==> src/rtl/f_fetch_unit_pkg.sv <==
// Shared constants for the F-stage fetch engine and the D-stage NPC logic.
// Holds the reset and memory-map defaults, the fetch FSM encodings and the NPC op codes.
package f_fetch_unit_pkg;

    localparam logic [31:0] RESET_PC_DEF = 32'h0000_3000;
    localparam logic [31:0] IM_BASE_DEF  = 32'h0000_3000;
    localparam int unsigned IM_WORDS_DEF = 4096;
    localparam logic [31:0] NOP_WORD     = 32'h0000_0000;

    typedef enum logic [1:0] {
        FS_REQ  = 2'd0,
        FS_WAIT = 2'd1,
        FS_HOLD = 2'd2
    } f_state_t;

    typedef enum logic [1:0] {
        NPC_SEQ    = 2'd0,
        NPC_BRANCH = 2'd1,
        NPC_JUMP   = 2'd2,
        NPC_JREG   = 2'd3
    } npc_op_t;

endpackage

==> src/rtl/f_fetch_unit_addr_check.sv <==
// Combinational fetch-address legality test: word alignment plus unsigned range
// check against the instruction memory window.
module f_addr_check #(
    parameter logic [31:0] IM_BASE  = 32'h0000_3000,
    parameter int unsigned IM_WORDS = 4096
) (
    input  logic [31:0] pc,
    output logic        exc_adel
);
    localparam logic [32:0] IM_BYTES = 33'(IM_WORDS) << 2;

    logic [31:0] offset;
    logic        misaligned;
    logic        below_base;
    logic        beyond_top;

    assign offset     = pc - IM_BASE;
    assign misaligned = (pc[1:0] != 2'b00);
    assign below_base = (pc < IM_BASE);
    // Widened so a window ending exactly at 2^32 still compares correctly.
    assign beyond_top = ({1'b0, offset} >= IM_BYTES);
    assign exc_adel   = misaligned | below_base | beyond_top;

endmodule

==> src/rtl/f_fetch_unit.sv <==
// F-stage fetch engine: owns the fetch PC, issues one instruction-memory request at a
// time and holds the fetched word for the F/D register until it advances.
module f_fetch_unit
    import f_fetch_unit_pkg::*;
#(
    parameter logic [31:0] RESET_PC = RESET_PC_DEF,
    parameter logic [31:0] IM_BASE  = IM_BASE_DEF,
    parameter int unsigned IM_WORDS = IM_WORDS_DEF
) (
    input  logic        clk,
    input  logic        reset,
    input  logic        stall_F,
    input  logic [31:0] npc,
    output logic        im_req,
    output logic [31:0] im_addr,
    input  logic        im_gnt,
    input  logic        im_rvalid,
    input  logic [31:0] im_rdata,
    output logic [31:0] instr_F,
    output logic [31:0] pc_F,
    output logic        valid_F,
    output logic        exc_adel_F
);
    f_state_t    state_q, state_d;
    logic [31:0] pc_d;
    logic [31:0] instr_d;
    logic        valid_d;
    logic        exc_d;
    logic        addr_exc;

    f_addr_check #(
        .IM_BASE  (IM_BASE),
        .IM_WORDS (IM_WORDS)
    ) u_addr_check (
        .pc       (pc_F),
        .exc_adel (addr_exc)
    );

    assign im_addr = pc_F;

    always_ff @(posedge clk or posedge reset) begin
        if (reset) begin
            state_q    <= FS_REQ;
            pc_F       <= RESET_PC;
            instr_F    <= NOP_WORD;
            valid_F    <= 1'b0;
            exc_adel_F <= 1'b0;
        end else begin
            state_q    <= state_d;
            pc_F       <= pc_d;
            instr_F    <= instr_d;
            valid_F    <= valid_d;
            exc_adel_F <= exc_d;
        end
    end

    always_comb begin
        state_d = state_q;
        pc_d    = pc_F;
        instr_d = instr_F;
        valid_d = valid_F;
        exc_d   = exc_adel_F;
        im_req  = 1'b0;
        case (state_q)
            FS_REQ: begin
                // An illegal PC never reaches memory; it is presented as an excepted nop.
                if (addr_exc) begin
                    state_d = FS_HOLD;
                    valid_d = 1'b1;
                    exc_d   = 1'b1;
                    instr_d = NOP_WORD;
                end else begin
                    im_req = 1'b1;
                    if (im_gnt) begin
                        state_d = FS_WAIT;
                    end
                end
            end
            FS_WAIT: begin
                if (im_rvalid) begin
                    state_d = FS_HOLD;
                    instr_d = im_rdata;
                    valid_d = 1'b1;
                end
            end
            FS_HOLD: begin
                if (valid_F && !stall_F) begin
                    state_d = FS_REQ;
                    pc_d    = npc;
                    valid_d = 1'b0;
                    exc_d   = 1'b0;
                    instr_d = NOP_WORD;
                end
            end
            default: begin
                state_d = FS_REQ;
            end
        endcase
    end

endmodule

==> config.mk <==
export PLATFORM = sky130hd
export DESIGN_NAME = f_fetch_unit
export DESIGN_NICKNAME = d
export VERILOG_FILES = /design/src/rtl/f_fetch_unit_pkg.sv /design/src/rtl/f_fetch_unit_addr_check.sv /design/src/rtl/f_fetch_unit.sv
export SDC_FILE = /design/constraint.sdc
export NUM_CORES = 1
export LEC_CHECK = 0
export CAP_MARGIN = 20
export CORE_MARGIN = 2
export CORE_UTILIZATION = 35
export CTS_CLUSTER_SIZE = 30
export DETAILED_ROUTE_END_ITERATION = 10
export HOLD_SLACK_MARGIN = 0.03
export PLACE_DENSITY = 0.79
export SLEW_MARGIN = 20
export SYNTH_ARGS = -nofsm -noshare
export SYNTH_HDL_FRONTEND = slang
export SYNTH_HIERARCHICAL = 1
export SYNTH_SLANG_ARGS = --single-unit
==> constraint.sdc <==
create_clock -name clk -period 4.67 [get_ports clk]
set_clock_uncertainty 0.1 [all_clocks]
set_input_delay 1.1675 -clock clk [delete_from_list [all_inputs] [get_ports clk]]
set_output_delay 1.1675 -clock clk [all_outputs]
set_load 0.05 [all_outputs]
==> results of run 1 <==
cell usage after synthesis:
master	n	share of area, %
sky130_fd_sc_hd__a21oi_1	2	0.30
sky130_fd_sc_hd__xnor2_1	1	0.26
sky130_fd_sc_hd__inv_1	2	0.23
sky130_fd_sc_hd__o21ai_0	2	0.30
sky130_fd_sc_hd__nand2b_1	2	0.38
sky130_fd_sc_hd__and2_4	1	0.26
sky130_fd_sc_hd__a2bb2oi_1	1	0.26
sky130_fd_sc_hd__nand4_1	1	0.19
sky130_fd_sc_hd__buf_12	3	1.8
sky130_fd_sc_hd__clkbuf_1	3	0.34
sky130_fd_sc_hd__buf_2	5	0.75
sky130_fd_sc_hd__inv_2	1	0.11
sky130_fd_sc_hd__nand2_1	1	0.11
sky130_fd_sc_hd__and2b_1	1	0.23
sky130_fd_sc_hd__and3b_4	1	0.38
sky130_fd_sc_hd__dfstp_2	2	1.6
sky130_fd_sc_hd__o2bb2ai_1	32	8.4
sky130_fd_sc_hd__buf_4	35	7.9
sky130_fd_sc_hd__nor3_1	2	0.30
sky130_fd_sc_hd__mux2_4	29	13
sky130_fd_sc_hd__buf_6	1	0.34
sky130_fd_sc_hd__and3_1	2	0.38
sky130_fd_sc_hd__mux2_2	3	1.0
sky130_fd_sc_hd__nor4_1	4	0.75
sky130_fd_sc_hd__a211oi_1	2	0.45
sky130_fd_sc_hd__nor2_1	2	0.23
sky130_fd_sc_hd__dfrtp_1	66	50
sky130_fd_sc_hd__nor3_4	1	0.49
sky130_fd_sc_hd__mux2i_1	32	9.6
state kept, by name, summed over array words and instances (netlist names):
| register | cells |
|---|---|
| exc_adel_F | 1 |
| im_addr | 32 |
| instr_F | 32 |
| state_q | 2 |
| valid_F | 1 |
layout by cell type, fill, tap and decap left out, types with 2 or more instances in the layout:
cell                              count
sky130_fd_sc_hd__mux2_4              29
sky130_fd_sc_hd__buf_4                2
sky130_fd_sc_hd__dfstp_2              2
sky130_fd_sc_hd__mux2_2               3
sky130_fd_sc_hd__inv_2                2
sky130_fd_sc_hd__a211oi_1             2
sky130_fd_sc_hd__clkdlybuf4s50_1    167
sky130_fd_sc_hd__and3_1               2
sky130_fd_sc_hd__clkinvlp_4           2
sky130_fd_sc_hd__nor2_1               2
sky130_fd_sc_hd__nor3_1               2
sky130_fd_sc_hd__clkbuf_8            10
sky130_fd_sc_hd__o2bb2ai_1           32
sky130_fd_sc_hd__clkinv_2             2
sky130_fd_sc_hd__mux2i_1             32
sky130_fd_sc_hd__dfrtp_1             66
sky130_fd_sc_hd__a21oi_1              2
sky130_fd_sc_hd__nor4_1               4
sky130_fd_sc_hd__o21ai_0              2
final cells by class:
cell class                 instances  share of cell area [%]
timing repair buffer             170                    33.9
sequential                        68                    33.9
inverter                           3                   0.224
tap                              129                    3.21
clock buffer                      10                    2.73
clock inverter                     6                    1.27
multi-input combinational        122                    24.8
critical path, delay by kind of cell, from the launching register on:
kind | cells | cell delay, ns
flops | 1 | 0.41
simple gates | 4 | 0.90
buf+inv | 1 | 0.85
metal layers:
layer | GRT usage, % | vias up
li1 | - | 1108
met1 | 18.4 | 1167
met2 | 25.7 | 97
met3 | 4.83 | 18
met4 | 6.76 | 0
met5 | 0 | -
cells by family after synthesis:
group	after synthesis	share of synthesized area (%)
xor gates and xnor gates	1	0.263
muxes	64	23.7
DFF	68	51.2
buffers and inverters	50	11.5
AOI/OAI and AO/OA	39	9.73
and+or+nand+nor	18	3.68
worst max-delay path by stage:
stage	from	endpoint	slack [ns]
6_report	im_addr[27]$_DFFE_PP0P_	im_req	0.91
5_1_grt	im_addr[27]$_DFFE_PP0P_	im_req	0.72
4_1_cts	im_addr[27]$_DFFE_PP0P_	im_req	0.84
3_5_place_dp	im_addr[27]$_DFFE_PP0P_	im_req	1.22
3_3_place_gp	im_addr[27]$_DFFE_PP0P_	im_req	1.23
2_1_floorplan	im_addr[27]$_DFFE_PP0P_	im_req	1.15
power breakdown:
group,leakage [nW],internal (mW),switching [mW]
clock network,0.0983,0.260,0.226
registers,0.868,0.752,0.152
logic,1.24,0.841,1.42
metrics by stage:
step | cell area [um2] | setup WS (ns) | hold WS [ns] | cells
floorplan | 3330 | 1.15 | 0.386 | 240
global placement | 4810 | 1.23 | 0.395 | 491
detailed placement | 4810 | 1.22 | 0.395 | 491
CTS | 5010 | 0.841 | 0.419 | 507
global route | 5030 | 0.720 | 0.428 | 508
finish | 5030 | 0.907 | 0.412 | 508
==> metrics.md, run 1 <==
| Metric | Value |
|---|---|
| Timing-limited maximum frequency | ~270 MHz |
| Synth Net Count | approximately 300 |
| Leakage Power | ~2.2 nW |
| TritonCTS clock tree | built |
| Worst r2r path cells | 3 |
| Area of the die | ~10000 um2 |
| Die span in x | between 100 and 150 um |
| Clk root buf | sky130_fd_sc_hd__clkbuf_8 |
| Final-stage net count | around 440 |
| Min cycle time layout | 3.76 ns |
| Number of sinks handled by clock tree synthesis | 68 |
| Number of global-route vias before repair | around 2500 |
| Internal reg-to-reg setup slack | 2.37 ns |
| Antenna diode count | 0 |
| Pre-antenna DRT Iters | 4 |
| CP arrival | about 2.5 ns |
| Startpoint of the lowest-slack register-to-register path | state_q[0]$_DFFE_PP0P_ |
| Maximum level of the CTS H-tree | 3 |
| Total area of multi-input combinational cells | between 1000 and 1500 um2 |
| CTS Buf Count | 9 |
| Post-CTS repair timing setup buffer count | 0 |
| Number of vias after detailed routing | roughly 2400 |
| Top-level port count | between 150 and 200 |
| Critical Path RT | ~3.4 ns |
| Startpoint of the most critical hold path | instr_F[17]$_DFFE_PP0P_ |
| Max capacitance violation total | 0 |
| PostCTS Resize Cnt | 0 |
| Maximum buffer depth of the clock tree | 2 |
| Count of input and output buffers | 167 |
| Tightest Hold Check Type | reg2reg |
| Footprint of the flip-flops and latches | 1700 um2 |
| Per-cell routed wire length | ~16 um |
| Number of hold buffers added after CTS | 0 |
| Site Rows | 35 |
| Clock Pin Slew Worst Setup and Hold Paths | ~0.08 ns |
| Post-route clock period utilization | 80.6% |
| Cell chain of the critical path | nor4_1 -> and3_1 -> nand4_1 -> nor3_1 -> clkdlybuf4s50_1 |
| Element type at the critical path start | flip-flop |
| Cell area after synthesis | 3330 um2 |
| Wire length on met1 | approximately 3300 um |
| Slowest cell on the critical path | sky130_fd_sc_hd__clkdlybuf4s50_1 |
| Kind of end point of the critical path | output pin |
| Utilization after layout | 54.5% |
| Wire length of the first global-routing pass | roughly 12000 um |
| GRT Overall Usage | 15.4% |
| Routed wl met3 | between 500 and 600 um |
| Synthesis warning total | 6 |
| Endpoint of the worst register-to-register path | im_addr[30]$_DFFE_PP0P_ |
| Hold path depth | 1 |
| Result of the run | finished clean |
| Sum of negative setup slack | 0 ns |
| Worst-margin pin slew | roughly 0.62 ns |
| Design Power | between 3 and 4 mW |
| Final GP Congestion | around 0.71 |
| Highest metal layer used by the detailed router | met4 |
| Effective utilization at floorplan | 36.0% |
| Number of standard cells after synthesis | between 200 and 250 |
| Total Routed Length | 8070 um |
| Number of distinct library cells after synthesis | 29 |
| Area inside the core boundary | around 9200 um2 |
| Synthesized area per cell | between 10 and 15 um2 |
| Die boundary height | around 100 um |
| Portion of the post-synthesis area used by sequential elements | approximately half |
| Areal power density over the cells | between 700 and 800 nW/um2 |
| Number of fillers in the final layout | between 800 and 900 |
| Overflow left after global routing | 0 |
| Setup repair after global routing missed its margin | no |
| Via-per-instance ratio | between 4 and 5 |
| Post-synthesis to final-layout area growth | 51.1% |
| Crit path max fanout | 4 |
| Sum of net half-perimeters after detailed placement | 5790 um |
| Max-slew violation count | 0 |
| Max stage delay on crit path | between 0.8 and 0.9 ns |
| Clock Latency Late Sink | 0.33 ns |
| Final hold viol count | 0 |
| IR drop worst, VDD | around 0.37 mV |
| DRC Markers | 0 |
| Setup violations, final | 0 |
| Met2 wire length | 4020 um |
| Worst setup path category | reg2out |
| Largest net degree at the start of global routing | 42 |
| Antenna viol nets, final | 0 |
| Number of synthesized register bits | between 60 and 70 |
| Detailed router's first-iteration violation count | 31 |
| Worst hold endpoint | instr_F[17]$_DFFE_PP0P_ |
| Slew Limit Headroom | between 50 and 60% |
| Antenna violations before repair | 0 |
| Fraction of final layout cells with drive strength greater than 1 | between 15 and 20% |
Power figures use the tool's default switching activity.
==> run 2, diff against run 1 <==
==> constraint.sdc (replaced) <==
create_clock -name clk -period 3.8 [get_ports clk]
set_clock_uncertainty 0.1 [all_clocks]
set_input_delay 0.95 -clock clk [delete_from_list [all_inputs] [get_ports clk]]
set_output_delay 0.95 -clock clk [all_outputs]
set_load 0.05 [all_outputs]
==> run 2 against run 1 <==
Compared with the run above:
- total power increased by 21%
- clock power rose by 8.0%
- critical path depth did not move
- sequential share of layout area up 0.21 points
- setup slack lost 0.67 ns
- clock-buffer cell count is 2 higher
- first-iteration DRC count increased by 26%
- sequential power is 23% higher
- combinational power grew 23%
==> metrics.md, run 2 (same netlist as run 1, synthesis figures left out) <==
| Metric | Value |
|---|---|
| CP arrival | 2.51 ns (about the same) |
| Sum of negative setup slack | 0 ns (unchanged) |
| PostCTS Resize Cnt | 0 (unchanged) |
| Crit path max fanout | 4 (unchanged) |
| Detailed router's first-iteration violation count | 39 (+26%) |
| Result of the run | finished clean |
| Final GP Congestion | 0.711 (-0.29%) |
| Timing-limited maximum frequency | 281 MHz |
| Net switching fraction of the power | 50.0% (+0.78 points) |
| Area of the die | 10300 um2 (unchanged) |
| Critical Path RT | 2.75 ns (-0.65 ns) |
| CTS Buf Count | 9 (unchanged) |
| Sequential share of power | 25.1% (+0.3 points) |
| Footprint of the flip-flops and latches | 1700 um2 (unchanged) |
| Site Rows | 35 (unchanged) |
| Fraction of final layout cells with drive strength greater than 1 | 15.0% (-0.53 points) |
| Setup repair after global routing missed its margin | no |
| Maximum level of the CTS H-tree | 3 (unchanged) |
| Post-synthesis to final-layout area growth | 50.2% |
| Clk network pwr share | 11.9% (-1.4 points) |
| Number of hold buffers added after CTS | 0 (unchanged) |
| Pre-antenna DRT Iters | 4 (unchanged) |
| Antenna viol nets, final | 0 (unchanged) |
| Number of vias after detailed routing | 2392 (+0.084%) |
| Final hold viol count | 0 (unchanged) |
| Power Internal | 2.21 mW (+19%) |
| Number of fillers in the final layout | 814 (+0.74%) |
| Min cycle time layout | 3.56 ns |
| Leakage Power | 2.19 nW (-0.78%) |
| Areal power density over the cells | 883 nW/um2 (+22%) |
| Clock Pin Slew Worst Setup and Hold Paths | 0.08 ns (about the same) |
| Combinational cell fraction of total power | 63.0% (+1.1 points) |
| IR drop worst, VDD | 0.458 mV (+25%) |
| Die span in x | 102 um (unchanged) |
| Max stage delay on crit path | 0.85 ns (about the same) |
| Antenna diode count | 0 (unchanged) |
| GRT Overall Usage | 15.6% (+0.15 points) |
| Kind of end point of the critical path | output pin |
| Effective utilization at floorplan | 36.0% (unchanged) |
| Per-cell routed wire length | 16.3 um (+2.8%) |
| Tightest Hold Check Type | reg2reg |
| Setup ws final | 0.241 ns (-0.666 ns) |
| Worst-case setup slack after placement | 0.550 ns (-0.674 ns) |
| Clock Latency Late Sink | 0.33 ns (about the same) |
| Count of input and output buffers | 167 (unchanged) |
| Via-per-instance ratio | 4.71 (about the same) |
| Clk root buf | sky130_fd_sc_hd__clkbuf_8 |
| Placed insts | 492 (+0.20%) |
| DRC Markers | 0 (unchanged) |
| Post-CTS repair timing setup buffer count | 0 (unchanged) |
| Overflow left after global routing | 0 (unchanged) |
| Final-stage net count | 443 (unchanged) |
| Max-slew violation count | 0 (unchanged) |
| Number of global-route vias before repair | 2485 (-0.64%) |
| Area inside the core boundary | 9240 um2 (unchanged) |
| Top-level port count | 168 (unchanged) |
| TritonCTS clock tree | built |
| Sum of net half-perimeters after detailed placement | 5940 um (+2.6%) |
| Maximum buffer depth of the clock tree | 2 (unchanged) |
| Slew Limit Headroom | 51.0% (-7.5 points) |
| Element type at the critical path start | flip-flop |
| Most frequent standard cell in the layout excluding fill and tap cells | sky130_fd_sc_hd__clkdlybuf4s50_1 |
| Wire length of the first global-routing pass | 12600 um (+0.84%) |
| Max capacitance violation total | 0 (unchanged) |
| Switching pwr | 2.21 mW (+23%) |
| Total area of multi-input combinational cells | 1250 um2 (unchanged) |
| Setup violations, final | 0 (unchanged) |
| Worst hold margin | 0.414 ns (+0.00218 ns) |
| Cell chain of the critical path | nor4_1 -> and3_1 -> nand4_1 -> nor3_1 -> clkdlybuf4s50_1 |
| Top library cells by usage in the layout, fill and taps aside | sky130_fd_sc_hd__clkdlybuf4s50_1 (167), sky130_fd_sc_hd__dfrtp_1 (66), sky130_fd_sc_hd__mux2i_1 (32), sky130_fd_sc_hd__o2bb2ai_1 (32), sky130_fd_sc_hd__mux2_4 (29) |
| Die boundary height | 102 um (unchanged) |
| Number of sinks handled by clock tree synthesis | 68 (unchanged) |
| Worst setup path category | reg2out |
| Antenna violations before repair | 0 (unchanged) |
| Worst-margin pin slew | 0.735 ns (+0.114 ns) |
| Total Routed Length | 8300 um (+2.8%) |
| Slowest cell on the critical path | sky130_fd_sc_hd__clkdlybuf4s50_1 |
| Non-filler instance count after layout | 508 (unchanged) |
| Post-route clock period utilization | about 94% |
| Largest net degree at the start of global routing | 69 (+64%) |
==> run 2: cell types whose count changed in the layout (fill, tap and decap cells not counted) <==
cell                        previous run  this run
sky130_fd_sc_hd__clkbuf_1              0         2
sky130_fd_sc_hd__bufinv_16             1         0
sky130_fd_sc_hd__clkinv_4              1         0
==> run 2: per-stage QoR <==
| step | utilization [%] | cell area [um2] | power (mW) |
|---|---|---|---|
| finish | 54.1 | 5000 | 4.42 |
| global route | 54.1 | 5000 | 4.60 |
| CTS | 54.1 | 5000 | 4.46 |
| detailed placement | 52.3 | 4830 | 3.92 |
| global placement | 52.3 | 4830 | 3.89 |
| floorplan | - | 3330 | 3.29 |
==> run 2: final timing paths <==
check | cells after the start | to | slack [ns] | startpoint
worst max-delay path | 5 | im_req | 0.24 | im_addr[27]$_DFFE_PP0P_
worst min-delay path | 1 | instr_F[18]$_DFFE_PP0P_ | 0.41 | instr_F[18]$_DFFE_PP0P_
worst max register to register | 7 | instr_F[6]$_DFFE_PP0P_ | 1.21 | im_addr[27]$_DFFE_PP0P_
worst min register to register | 1 | instr_F[18]$_DFFE_PP0P_ | 0.41 | instr_F[18]$_DFFE_PP0P_
max in group asynchronous | 3 | im_addr[13]$_DFFE_PP1P_ | 2.36 | reset
min in group asynchronous | 3 | im_addr[22]$_DFFE_PP0P_ | 0.91 | reset
==> run 2: layout make-up <==
cell class	count	share of cell area [%]
Timing Repair Buffer	170	34.1
Sequential cell	68	34.1
Multi-Input combinational cell	122	24.9
Tap cell	129	3.23
Clock buffer	12	2.90
Clock inverter	4	0.500
Inverter	3	0.225
==> run 2: power groups by stage <==
| stage | sequential, mW | clock [mW] | combinational (mW) |
|---|---|---|---|
| 6_report | 1.11 | 0.525 | 2.78 |
| 5_1_grt | 1.14 | 0.574 | 2.88 |
| 4_1_cts | 1.11 | 0.545 | 2.81 |
| 3_5_place_dp | 1.12 | 0 | 2.80 |
| 3_3_place_gp | 1.10 | 0 | 2.79 |
| 2_1_floorplan | 1.75 | 0 | 1.54 |
==> run 2: critical path: cells and delay by family (launching register included) <==
family | cells | cell delay [ns]
AND/OR/NAND/NOR | 4 | 0.92
buffers and inverters | 1 | 0.85
flip-flops | 1 | 0.41
==> run 2: routing by layer <==
metal / vias up / GRT usage [%] / share of wire [%]
met5: - / 0 / 0
met4: 0 / 5.30 / 1.1
met3: 10 / 4.62 / 6.1
met2: 94 / 26.7 / 51
met1: 1172 / 18.7 / 41
li1: 1116 / - / -
==> run 3, diff against run 2 <==
--- a/config.mk
+++ b/config.mk
@@ -10,8 +10,9 @@
 export CORE_UTILIZATION = 35
 export CTS_CLUSTER_SIZE = 30
 export DETAILED_ROUTE_END_ITERATION = 10
+export DONT_BUFFER_PORTS = 1
 export HOLD_SLACK_MARGIN = 0.03
-export PLACE_DENSITY = 0.79
+export PLACE_DENSITY = 0.56
 export SLEW_MARGIN = 20
 export SYNTH_ARGS = -nofsm -noshare
 export SYNTH_HDL_FRONTEND = slang
==> run 3 against run 2 <==
Compared with the run above:
- cell area shrank 29%
- total power shrank 9.6%
- setup slack gained 0.41 ns
- worst hold slack gained 0.061 ns
- utilization shrank 16 points
==> metrics.md, run 3 (same netlist as run 1, synthesis figures left out) <==
| Metric | Value |
|---|---|
| Result of the run | finished clean |
| CTS Buf Count | 9 (unchanged) |
| Number of vias after detailed routing | 1833 (-23%) |
| Per-cell routed wire length | 18.8 um (+15%) |
| Kind of end point of the critical path | output pin |
| Max capacitance violation total | 0 (unchanged) |
| DRC Markers | 0 (unchanged) |
| Count of input and output buffers | 0 (-100%) |
| Worst-case setup slack after placement | 1.01 ns (+0.459 ns) |
| Footprint of the flip-flops and latches | 1700 um2 (unchanged) |
| CP arrival | 2.10 ns (-0.41 ns) |
| Largest net degree at the start of global routing | 36 (-48%) |
| Top library cells by usage in the layout, fill and taps aside | sky130_fd_sc_hd__dfrtp_1 (66), sky130_fd_sc_hd__mux2i_1 (32), sky130_fd_sc_hd__o2bb2ai_1 (32) |
| Final GP Congestion | 0.706 (-0.79%) |
| Number of hold buffers added after CTS | 0 (unchanged) |
| GRT Overall Usage | 13.1% (-2.5 points) |
| Number of fillers in the final layout | 898 (+10%) |
| Clock Pin Slew Worst Setup and Hold Paths | 0.08 ns (about the same) |
| Areal power density over the cells | 1130 nW/um2 (+27%) |
| Wire length of the first global-routing pass | 10300 um (-18%) |
| Antenna violations before repair | 0 (unchanged) |
| Die span in x | 102 um (unchanged) |
| Largest delay share family, worst path | flip-flops |
| Final hold viol count | 0 (unchanged) |
| Antenna viol nets, final | 0 (unchanged) |
| Worst setup path category | reg2out |
| Setup ws final | 0.647 ns (+0.406 ns) |
| Slowest cell on the critical path | sky130_fd_sc_hd__dfstp_2 |
| Post-CTS repair timing setup buffer count | 0 (unchanged) |
| Number of sinks handled by clock tree synthesis | 68 (unchanged) |
| Sum of negative setup slack | 0 ns (unchanged) |
| Clock Latency Late Sink | 0.34 ns (about the same) |
| Post-synthesis to final-layout area growth | 6.46% |
| Worst r2r path cells | 7 (unchanged) |
| Startpoint of the lowest-slack register-to-register path | im_addr[13]$_DFFE_PP1P_ |
| Most frequent standard cell in the layout excluding fill and tap cells | sky130_fd_sc_hd__dfrtp_1 |
| Timing-limited maximum frequency | 317 MHz (+13%) |
| Slew Limit Headroom | 39.3% (-12 points) |
| Area inside the core boundary | 9240 um2 (unchanged) |
| Critical Path RT | 2.75 ns (about the same) |
| Element type at the critical path start | flip-flop |
| Total Routed Length | 6810 um (-18%) |
| Worst path buffer plus inverter count | 1 (unchanged) |
| Die boundary height | 102 um (unchanged) |
| Clk root buf | sky130_fd_sc_hd__clkbuf_8 |
| Max-slew violation count | 0 (unchanged) |
| Total area of multi-input combinational cells | 1260 um2 (+0.80%) |
| Top-level port count | 168 (unchanged) |
| Via-per-instance ratio | 5.06 (+7.5%) |
| Non-filler instance count after layout | 362 (-29%) |
| Antenna diode count | 0 (unchanged) |
| IR drop worst, VDD | 0.429 mV (-6.4%) |
| Leakage Power | 1.70 nW (-23%) |
| Cell chain of the critical path | nand2_1 -> xnor2_1 -> nand4_1 -> nor3_2 -> buf_4 |
| Setup violations, final | 0 (unchanged) |
| Setup repair after global routing missed its margin | no |
| Placed insts | 346 (-30%) |
| Logic depth of the worst path, buffers included | 5 (unchanged) |
| Min cycle time layout | 3.15 ns (-0.406 ns) |
| Number of global-route vias before repair | 1898 (-24%) |
| PostCTS Resize Cnt | 0 (unchanged) |
| Utilization after layout | 38.4% (-16 points) |
| Internal reg-to-reg setup slack | 1.28 ns (+0.07 ns) |
| Endpoint of the worst register-to-register path | instr_F[2]$_DFFE_PP0P_ |
| Site Rows | 35 (unchanged) |
| Worst-margin pin slew | 0.910 ns (+0.175 ns) |
| Maximum level of the CTS H-tree | 3 (unchanged) |
| Final-stage net count | 297 (-33%) |
| Max stage delay on crit path | 0.88 ns (+0.03 ns) |
| Pre-antenna DRT Iters | 4 (unchanged) |
| Worst hold margin | 0.476 ns (+0.0613 ns) |
| Overflow left after global routing | 0 (unchanged) |
| Area of the die | 10300 um2 (unchanged) |
| Crit path max fanout | 4 (unchanged) |
| Maximum buffer depth of the clock tree | 2 (unchanged) |
| Post-route clock period utilization | 83.0% (-11 points) |
| Detailed router's first-iteration violation count | 88 (+130%) |
| Tightest Hold Check Type | in2async |
| Effective utilization at floorplan | 36.0% (unchanged) |
| Sum of net half-perimeters after detailed placement | 4560 um (-23%) |
| TritonCTS clock tree | built |
| Fraction of final layout cells with drive strength greater than 1 | 33.9% (+19 points) |
[run 3: cell type report]
type	count	area share, %
clock buffers	11	3.71
clock inverters	5	2.82
inverters	3	0.318
multi-input cells	122	35.5
flip-flops and latches	68	48.1
well taps	129	4.55
repair buffers	24	5.08
[run 3: worst max path at each step]
stage | from | end
floorplan | im_addr[27]$_DFFE_PP0P_ | im_req
global placement | im_addr[13]$_DFFE_PP1P_ | im_req
detailed placement | im_addr[13]$_DFFE_PP1P_ | im_req
CTS | im_addr[13]$_DFFE_PP1P_ | im_req
global route | im_addr[13]$_DFFE_PP1P_ | im_req
finish | im_addr[13]$_DFFE_PP1P_ | im_req
[run 3: through the flow]
step	total power [mW]	instance area, um2
after floorplan	3.29	3330
after global placement	3.30	3310
after detailed placement	3.31	3310
after CTS	4.03	3540
after global routing	4.17	3550
final	3.99	3550
[run 3: per-layer routing]
metal	vias to the layer above	wire, um	GRT usage [%]
met5	-	0	0
met4	0	117	6.24
met3	8	482	4.62
met2	86	3210	20.0
met1	923	3000	16.6
li1	816	-	-
[run 3: power breakdown]
group,switching [mW],internal (mW)
registers,0.645,0.914
clock network,0.268,0.435
logic,1.20,0.527
